**config.mk**
```make
export PLATFORM = sky130hd
export DESIGN_NAME = blowfish128_ffunc_arbiter
export DESIGN_NICKNAME = d
export VERILOG_FILES = /design/src/rtl/blowfish128_ffunc_arbiter.sv
export SDC_FILE = /design/constraint.sdc
export NUM_CORES = 1
export LEC_CHECK = 0
export ABC_AREA = 1
export CAP_MARGIN = 10
export CORE_UTILIZATION = 40
export DETAILED_ROUTE_END_ITERATION = 12
export GPL_ROUTABILITY_DRIVEN = 0
export GPL_TIMING_DRIVEN = 0
export HOLD_SLACK_MARGIN = 0.1
export PLACE_DENSITY = 0.78
export SLEW_MARGIN = 20
export SYNTH_ARGS = -nofsm -noshare
export SYNTH_HDL_FRONTEND = slang
export SYNTH_SLANG_ARGS = --single-unit
export TNS_END_PERCENT = 1
```
**constraint.sdc**
```tcl
create_clock -name Clk -period 2 [get_ports Clk]
set_clock_uncertainty 0.15 [all_clocks]
set_input_delay 0.2 -clock Clk [delete_from_list [all_inputs] [get_ports Clk]]
set_output_delay 0.2 -clock Clk [all_outputs]
set_load 0.1 [all_outputs]
```
**src/rtl/blowfish128_ffunc_arbiter.sv**
```systemverilog
// Shares one Blowfish-128 F-function unit between two cores over a level en/rdy handshake.
// Latency: rdy = F-unit latency + 2 cycles after en; a losing requester holds en until granted.
module blowfish128_ffunc_arbiter #(
   parameter int unsigned TIMEOUT_CYC = 64
) (
   input  logic        Clk,
   input  logic        RstN,
   input  logic        req0_en,
   input  logic [63:0] req0_x,
   output logic [63:0] req0_y,
   output logic        req0_rdy,
   input  logic        req1_en,
   input  logic [63:0] req1_x,
   output logic [63:0] req1_y,
   output logic        req1_rdy,
   output logic        ff_start,
   output logic [63:0] ff_x,
   input  logic        ff_done,
   input  logic [63:0] ff_y,
   output logic [1:0]  gnt,
   output logic        timeout_err
);

   typedef enum logic [2:0] {
      S_IDLE,
      S_ISSUE,
      S_WAIT,
      S_RESP,
      S_RELEASE
   } state_t;

   localparam logic [7:0] LP_TMO = 8'(TIMEOUT_CYC);

   state_t      r_state;
   state_t      w_state_nxt;
   logic        r_ptr;
   logic [1:0]  r_gnt;
   logic        r_ff_start;
   logic [63:0] r_ff_x;
   logic [63:0] r_req0_y;
   logic [63:0] r_req1_y;
   logic        r_req0_rdy;
   logic        r_req1_rdy;
   logic        r_tmo_err;
   logic [7:0]  r_cnt;

   logic        w_any_req;
   logic        w_sel;
   logic        w_own_en;
   logic [7:0]  w_cnt_inc;
   logic        w_tmo;
   logic        w_finish;
   logic [63:0] w_res;

   assign w_any_req = req0_en | req1_en;
   // Contention goes to the pointer; otherwise whoever is asking.
   assign w_sel     = (req0_en & req1_en) ? r_ptr : req1_en;
   assign w_own_en  = r_gnt[1] ? req1_en : req0_en;
   assign w_cnt_inc = r_cnt + 8'd1;
   assign w_tmo     = (w_cnt_inc == LP_TMO);
   assign w_finish  = ff_done | w_tmo;
   // A completion on the timeout edge wins, so real data beats the abort value.
   assign w_res     = ff_done ? ff_y : 64'h0;

   always_ff @(posedge Clk) begin
      if (!RstN) begin
         r_state <= S_IDLE;
      end else begin
         r_state <= w_state_nxt;
      end
   end

   always_comb begin
      w_state_nxt = r_state;
      case (r_state)
         S_IDLE:    if (w_any_req) w_state_nxt = S_ISSUE;
         S_ISSUE:   w_state_nxt = S_WAIT;
         S_WAIT:    if (w_finish) w_state_nxt = S_RESP;
         S_RESP:    w_state_nxt = S_RELEASE;
         S_RELEASE: if (!w_own_en) w_state_nxt = S_IDLE;
         default:   w_state_nxt = S_IDLE;
      endcase
   end

   always_ff @(posedge Clk) begin
      if (!RstN) begin
         r_ptr      <= 1'b0;
         r_gnt      <= 2'b00;
         r_ff_start <= 1'b0;
         r_ff_x     <= 64'h0;
         r_req0_y   <= 64'h0;
         r_req1_y   <= 64'h0;
         r_req0_rdy <= 1'b0;
         r_req1_rdy <= 1'b0;
         r_tmo_err  <= 1'b0;
         r_cnt      <= 8'd0;
      end else begin
         r_ff_start <= 1'b0;
         r_req0_rdy <= 1'b0;
         r_req1_rdy <= 1'b0;
         case (r_state)
            S_IDLE: begin
               if (w_any_req) begin
                  r_gnt      <= w_sel ? 2'b10 : 2'b01;
                  r_ff_x     <= w_sel ? req1_x : req0_x;
                  r_ff_start <= 1'b1;
               end
            end
            S_ISSUE: begin
               r_cnt <= 8'd0;
            end
            S_WAIT: begin
               r_cnt <= w_cnt_inc;
               if (w_finish) begin
                  if (r_gnt[1]) begin
                     r_req1_y   <= w_res;
                     r_req1_rdy <= 1'b1;
                  end else begin
                     r_req0_y   <= w_res;
                     r_req0_rdy <= 1'b1;
                  end
                  if (!ff_done) r_tmo_err <= 1'b1;
               end
            end
            S_RESP: begin
               r_ptr <= ~r_gnt[1];
            end
            S_RELEASE: begin
               if (!w_own_en) r_gnt <= 2'b00;
            end
            default: begin
               r_gnt <= 2'b00;
            end
         endcase
      end
   end

   assign req0_y      = r_req0_y;
   assign req0_rdy    = r_req0_rdy;
   assign req1_y      = r_req1_y;
   assign req1_rdy    = r_req1_rdy;
   assign ff_start    = r_ff_start;
   assign ff_x        = r_ff_x;
   assign gnt         = r_gnt;
   assign timeout_err = r_tmo_err;

endmodule

```
; Word-level counts from Yosys, hierarchy flattened
; Cells that the tools add are included.
[totals]
ff_bits = 210
inputBits = 197
word_cells = 53
[op_classes]
mux = 16
addsub = 1
n_bitwise = 6
eq_ne = 8
n_reduce_logical = 11
[ops]
columns = operator, n
row1 = 64-bit 2-to-1 mux, 2
row2 = 3-bit AND reduction, 6
row3 = 8-bit one-hot mux with 2 select lines, 1
row4 = 3-bit one-hot mux with 5 select lines, 1
row5 = 3-bit 2-to-1 mux, 3
row6 = 8-bit by 1-bit adder with 8-bit output (second input constant), 1
row7 = 8-bit by 7-bit equality test with 1-bit output (second input constant), 1
row8 = 3-bit by 2-bit equality test with 1-bit output (second input constant), 2
row9 = 2-bit 2-to-1 mux, 3
row10 = 2-bit != test (second input constant), 3
row11 = 2-bit one-hot mux with 3 select lines, 1
row12 = 1-bit 2-to-1 mux, 5
row13 = 2-bit AND reduction, 2
row14 = 3-bit by 1-bit equality test with 1-bit output (second input constant), 1
row15 = 3-bit equality test (second input constant), 1
row16 = 3-bit zero test, 1
row17 = 1-bit NOT, 3
row18 = 3-bit OR reduction, 1
row19 = 1-bit bitwise OR, 2
row20 = 2-bit nonzero test, 1
row21 = 1-bit AND, 1

; Logic depth before layout (Yosys ltp)
; Gate-level depths: netlist of the first run.
[logic_depth]
depth_word = 5
mapped_depth = 14
mapped_depth_nobuf = 12

; Least setup slack after synthesis of the first run
; No wires, ideal clock.
[synth_path]
path_kind = register to register
start = reg r_gnt[1] (netlist: gnt[1])
end = reg r_req1_y[54] (netlist: req1_y[54])
required_ns = 1.740
arrival_ns = 1.985
path_stages_with_launch = 7
setup_slack_ns = -0.245
cell_sequence = dfxtp_1 clkbuf_1 clkbuf_1 clkbuf_1 nand4_1 nand2_1 nor2_1
[synth_between]
elab_chain_cells = 1
[synth_lines]
columns = item, line
row1 = from (decl), 37  ; logic [1:0] r_gnt;
row2 = from (signal assigned), 104  ; r_gnt <= w_sel ? 2'b10 : 2'b01;
row3 = 3-bit AND reduction (no source line), --
row4 = to (signal assigned), 116  ; r_req1_y <= w_res;
row5 = to (decl), 41  ; logic [63:0] r_req1_y;
; Every way passes these cells.
; A chain may end at the register's enable or synchronous reset.

; Final worst setup path of the first run
[layout_path]
start = reg r_cnt[0]
end = reg r_req0_y[3] (netlist: req0_y[3])
[layout_between]
elab_chain_cells = 4
[layout_lines]
columns = item, line
row1 = from (decl), 45  ; logic [7:0] r_cnt;
row2 = from (signal assigned), 113  ; r_cnt <= w_cnt_inc;
row3 = 8-bit by 1-bit adder with 8-bit output, 59  ; assign w_cnt_inc = r_cnt + 8'd1;
row4 = 8-bit by 7-bit equality test with 1-bit output, 60  ; assign w_tmo = (w_cnt_inc == LP_TMO);
row5 = 1-bit bitwise OR, 61  ; assign w_finish = ff_done | w_tmo;
row6 = 3-bit AND reduction (no source line), --
row7 = to (signal assigned), 119  ; r_req0_y <= w_res;
row8 = to (decl), 40  ; logic [63:0] r_req0_y;
; Every way passes these cells.

==> results_dict.tcl, run 1 <==
set metrics [dict create \
    status "finished, violations left" \
    violations "negative setup slack" \
    clk_latency_ns 0.52 \
    ant_nets 0 \
    hold_depth 3 \
    dp_slack_ns -0.618 \
    synth_top_cell_by_area "dfxtp_1" \
    synth_common_cells "nand2_1, inv_1, dfxtp_1" \
    wl_um 37900 \
    max_freq_mhz 478 \
    grt_pass1_vias 11200 \
    tightest_slew_ns 0.800 \
    synth_compound_area_share_pct 11.1 \
    cts_tree "yes" \
    grt_usage_pct 28.5 \
    min_path_type "primary input to register" \
    synth_cells 1512 \
    setup_viol 117 \
    nets 2177 \
    rsz0062_at_grt "true" \
    antenna_found_initial 5 \
    synthFlopType "dfxtp_1" \
    cts_max_level 1 \
    ys_seq_area_share_pct 42.5 \
    drive_gt1_share_pct 17.9 \
    drv_slew 0 \
    start_util_pct 40.7 \
    ir_drop_uv 960 \
    cts_buffers 23 \
    synthAdderAreaFrac_pct 0.127 \
    hold_path_end "ff_x[54]" \
    yosys.area.top_type_share_pct 42.5 \
    synthTopCellsByArea "dfxtp_1, nand2_1, inv_1" \
    ys_types 27 \
    top_level_ports 395 \
    whs_ns 0.115 \
    clock_path_buffers 3 \
    synth.most_common_cell "nand2_1" \
    die_h_um 159 \
    drv_cap 0 \
    drcViolationCount 0 \
    p_leak_nw 7.00 \
    r2r_slack_ns -0.09 \
    worstHoldStart "req0_x[54]" \
    synth-async-reset-ratio_pct 0 \
    min_period_over_period_pct 105 \
    drt-wirelength-per-cell_um 16.3 \
    drt_iter0_markers 849 \
    synth.mux.area_fraction_pct 0 \
    criticalPathCategory "register to register" \
    layout_min_cycle_time_ns 2.09 \
    worstReg2RegEnd "req0_y[3]" \
    syn_area_mm2 0.00988 \
    cts_num_sinks 210 \
    cp_max_fo 5 \
    numPortBuffers 394 \
    ys_warn_count 0 \
    synth_top_family_by_area "simple AND/OR/NAND/NOR gates" \
    syn_avg_cell_area_um2 6.53 \
    dr.pass1.iters 6 \
    power_density_mw_per_mm2 949 \
    layout_setup_ws_ns -0.0922 \
    grt_max_degree 14 \
    hpwlAfterDp_um 27200 \
    fill_cells 2034 \
    path_clk_slew_ns 0.06 \
    cp-start-kind "register" \
    synthSimpleGateAreaFrac_pct 30.2 \
    die_x_um 159 \
    core_area_mm2 0.0242 \
    reg2reg_depth 13 \
    arrival_ns 2.39 \
    synth_xor_xnor_area_share_pct 0.0886 \
    synth_edf_count 0 \
    syn_to_final_growth_pct 63.0 \
    clockRootBuffer "clkbuf_16" \
    via_per_inst 4.99 \
    power_mw 15.3 \
    cp-end-kind "register" \
    fp-row-count 57 \
    dieArea_mm2 0.0253 \
    slew_headroom_pct 46.7 \
    crit_required_ns 2.30 \
    rr_startpoint "r_cnt[0]" \
    synth_fp_nets 1710 \
    ys_ff_latch 210 \
    vias 11600 \
    grt_first_pass_wirelength_um 58000 \
    hold_violations 0 \
    grt.overflow.total 0 \
]
[sequential cells by signal, summed over array words and instances, names as in the netlist, 2 cells and up]
register	flops
ff_x	64
r_cnt	8
req1_y	64
gnt	2
req0_y	64
r_state	3
[layer usage]
layer  global-route usage [%]  share of wire, %
met4                     12.2               3.8
met3                     5.52               8.0
met2                     52.2                50
met1                     32.1                38
met5                        0                 0
[logic make-up (layout without fill, tap and decap cells)]
family                   count (synthesis)  in the layout
AO/OA/AOI/OAI                          213            213
XOR/XNOR                                 1              1
adder cells (fa/ha/maj)                  1              1
buffers and inverters                  390            873
flip-flops                             210            210
other                                    0              5
AND/OR/NAND/NOR                        697            697
[worst max-delay path by stage]
stage | startpoint | to | slack, ns | cells after the start
2_1_floorplan | gnt[1] | req1_y[54] | 0.06 | 6
3_3_place_gp | r_state[2] | req1_y[61] | -0.55 | 8
3_5_place_dp | req0_en | ff_x[12] | -0.62 | 7
4_1_cts | ff_x[60] | ff_x[60] | -0.13 | 1
5_1_grt | r_cnt[0] | req0_y[24] | -0.23 | 13
6_report | r_cnt[0] | req0_y[3] | -0.09 | 13
[power breakdown]
| part | switching, mW | internal [mW] | leakage (nW) | total [mW] |
|---|---|---|---|---|
| clock | 1.79 | 2.88 | 0.416 | 4.68 |
| combinational | 4.31 | 1.49 | 4.86 | 5.79 |
| sequential | 0.235 | 4.58 | 1.72 | 4.81 |
[through the flow]
step,utilization [%],cells,TNS (ns),instance area (um2)
after floorplan,-,1512,0,9880
after global routing,66.4,2324,-24.95,16100
after global placement,58.7,2230,-81.41,14200
final,66.4,2324,-6.09,16100
after CTS,65.6,2311,-6.45,15900
after detailed placement,58.7,2230,-90.10,14200
[layout by cell type, fill, tap and decap left out, types with 18 or more instances in the layout]
cell,Yosys,layout
a21oi_1,135,135
buf_1,25,20
clkbuf_1,62,38
clkbuf_16,0,25
clkbuf_2,0,18
clkdlybuf4s15_2,0,197
clkdlybuf4s50_1,0,196
dfxtp_1,210,205
dlygate4sd3_1,0,34
inv_1,256,255
inv_2,18,19
nand2_1,399,395
nand4_1,130,130
nor2_1,152,144
o21ai_0,70,69
[final cells by class]
class	instances	area (um2)	share of cell area, %
clock buffer	31	676	4.20
sequential	210	4210	26.2
inverter	275	1030	6.43
antenna	5	12.5	0.0777
clock inverter	10	158	0.979
timing repair buffer	442	4730	29.3
tap	324	405	2.52
buffer	115	702	4.36
multi-input combinational	912	4180	25.9
[worst max-delay path, stage by stage (launching register included)]
cell       delay [ns]
dfxtp_4          0.36
ha_4             0.14
nand3_2          0.09
o21bai_1         0.17
nand2_1          0.10
nor2_2           0.10
nand3_2          0.11
nand2_4          0.17
nand3_4          0.13
buf_4            0.17
clkbuf_16        0.14
nand2_1          0.05
inv_1            0.03
nor2_1           0.10
[timing repair]
action                                  4_1_cts  5_1_grt
hold endpoints to repair                     34        0
endpoints found under the setup margin      390      195
gates cloned                                  3        2
resized for setup                           654       57
hold buffers                                 34        0
pin swaps                                     7       16
buffers inserted                              3        6
No activity file was read; power rests on OpenSTA's default activity.
==> run 2: changes to the inputs <==
- CTS_CLUSTER_SIZE: unset -> 25
- GPL_ROUTABILITY_DRIVEN: 0 -> unset
==> run 2 against run 1 <==
The run still ends with negative setup slack left. Clock power down 13%. Die area unchanged. Hold slack got worse by 0.0055 ns. Via count fell by 1.4%. Routed wire length shrank 1.1%. Largest power group unchanged. Sequential power about the same. First-iteration DRC count shrank 13%. Clock-buffer cell count rose by 1. Sequential share of layout area rose by 1.9 points.
==> results_dict.tcl, run 2 (synthesis gave the netlist of run 1 again) <==
set metrics [dict create \
    numPortBuffers 394 \
    layout_setup_ws_ns -0.102 \
    hold_depth 3 \
    drt_iter0_markers 742 \
    grt_use_met2_pct 51.4 \
    fill_cells 2209 \
    syn_to_final_growth_pct 52.0 \
    min_period_over_period_pct 105 \
    rsz0062_at_grt "true" \
    ir_drop_uv 759 \
    cts_num_sinks 210 \
    die_x_um 159 \
    layout_common_cells "nand2_1, inv_1, dfxtp_1" \
    drt-wirelength-per-cell_um 16.2 \
    hpwlAfterDp_um 27100 \
    max_freq_mhz 476 \
    layout_commonest_cell "nand2_1" \
    setup_viol 117 \
    cp-start-kind "register" \
    grt_first_pass_wirelength_um 57500 \
    cts_max_level 1 \
    start_util_pct 40.7 \
    clockRootBuffer "clkbuf_16" \
    die_h_um 159 \
    violations "negative setup slack" \
    r2r_slack_ns -0.10 \
    final_cells 2322 \
    min_path_type "primary input to register" \
    crit_required_ns 2.30 \
    slew_headroom_pct 50.5 \
    cp-end-kind "register" \
    top_level_ports 395 \
    hold_path_end "ff_x[53]" \
    vias 11400 \
    dr.pass1.iters 5 \
    gp_congestion 0.946 \
    via_per_inst 4.92 \
    dieArea_mm2 0.0253 \
    place_inst 2230 \
    drcViolationCount 0 \
    top_usage_layer "met2" \
    grt_use_met3_pct 5.99 \
    arrival_ns 2.40 \
    layout_min_cycle_time_ns 2.10 \
    drive_gt1_share_pct 17.4 \
    grt_pass1_vias 10900 \
    p_leak_nw 7.10 \
    power_density_mw_per_mm2 963 \
    cp_max_fo 10 \
    grt_usage_pct 28.3 \
    rr_startpoint "r_cnt[0]" \
    nets 2179 \
    status "finished, violations left" \
    final_area_mm2 0.0150 \
    drv_slew 0 \
    core_area_mm2 0.0242 \
    fp-row-count 57 \
    grt_max_degree 14 \
    hold_violations 0 \
    ant_nets 0 \
    cts_tree "yes" \
    worstReg2RegEnd "req0_y[32]" \
    path_clk_slew_ns 0.06 \
    cts_buffers 23 \
    wl_um 37500 \
    clock_path_buffers 3 \
    grt.overflow.total 0 \
    criticalPathCategory "register to register" \
    antenna_found_initial 4 \
    clk_latency_ns 0.52 \
    tightest_slew_ns 0.740 \
    grtUsageMet1_pct 32.4 \
    reg2reg_depth 14 \
    worstHoldStart "req0_x[53]" \
    post_dp_cell_area_mm2 0.0142 \
    drv_cap 0 \
]
run 2: changes by cell type in the layout (fill, tap and decap cells not counted), moves of 3 or more:
cell	previous run	this run
buf_8	7	15
nor2_1	144	148
dlygate4sd3_1	34	38
clkbuf_2	18	192
bufinv_16	4	0
clkdlybuf4s15_2	197	28
buf_16	3	0
nor2_2	8	4
clkbuf_16	25	29
buf_4	15	4
run 2: timing repair:
| action | 4_1_cts | 5_1_grt |
|---|---|---|
| setup endpoints to repair | 392 | 364 |
| hold endpoints to repair | 38 | 0 |
| gates cloned | 2 | 6 |
| pin swaps | 6 | 15 |
| gates resized for setup | 311 | 410 |
| hold buffers | 38 | 0 |
| setup buffers | 6 | 0 |
run 2: how the worst max path moves through the flow:
stage,start,endpoint,slack [ns],depth (start not counted)
4_1_cts,r_cnt[0],req0_y[23],-0.13,13
5_1_grt,r_cnt[0],req0_y[17],-0.20,13
6_report,r_cnt[0],req0_y[32],-0.10,14
3_5_place_dp,r_state[2],req1_y[62],-0.61,8
2_1_floorplan,gnt[1],req1_y[54],0.06,6
3_3_place_gp,r_state[2],req1_y[61],-0.56,8
run 2: through the flow:
step	hold slack (ns)	utilization [%]	setup slack, ns	power [mW]	TNS (ns)
detailed placement	0.312	58.7	-0.606	10.5	-89.14
floorplan	0.197	-	0.0588	8.88	0
global route	0.107	61.9	-0.204	15.0	-19.29
global placement	0.309	58.7	-0.556	10.5	-80.39
finish	0.110	61.9	-0.102	14.5	-4.97
CTS	0.100	63.6	-0.134	14.5	-23.30
run 2: power by group:
part	total, mW	internal (mW)	switching, mW	leakage, nW
clock network	4.07	2.32	1.76	0.350
registers	4.81	4.58	0.234	1.72
logic	5.57	1.29	4.28	5.03
total	14.5	8.19	6.27	7.10
run 2: layout make-up:
cell class	count	area (um2)	share of cell area, %
sequential	210	4220	28.1
multi-input combinational	912	4150	27.7
timing repair buffer	445	3760	25.0
inverter	275	1030	6.89
buffer	114	731	4.87
clock buffer	32	669	4.46
tap	324	405	2.70
clock inverter	6	36.3	0.242
antenna	4	10.0	0.0667
run 2: worst max-delay path, stage by stage (launching register included):
cell and delay, ns:
dfxtp_4 0.37, ha_4 0.17, nand2_2 0.07, inv_2 0.05, nand3_1 0.07, nand3_1 0.07
nor2_1 0.13, nand3_2 0.13, nand2_4 0.17, nand3_4 0.13, buf_8 0.17, buf_6 0.14
nand2_1 0.07, inv_1 0.04, nor2_1 0.10
run 2: routing by layer:
metal  vias to the layer above  wire (um)
li1                       5647          -
met1                      5167      14400
met2                       522      18600
met3                        91       3190
met4                         0       1390
met5                         -          0
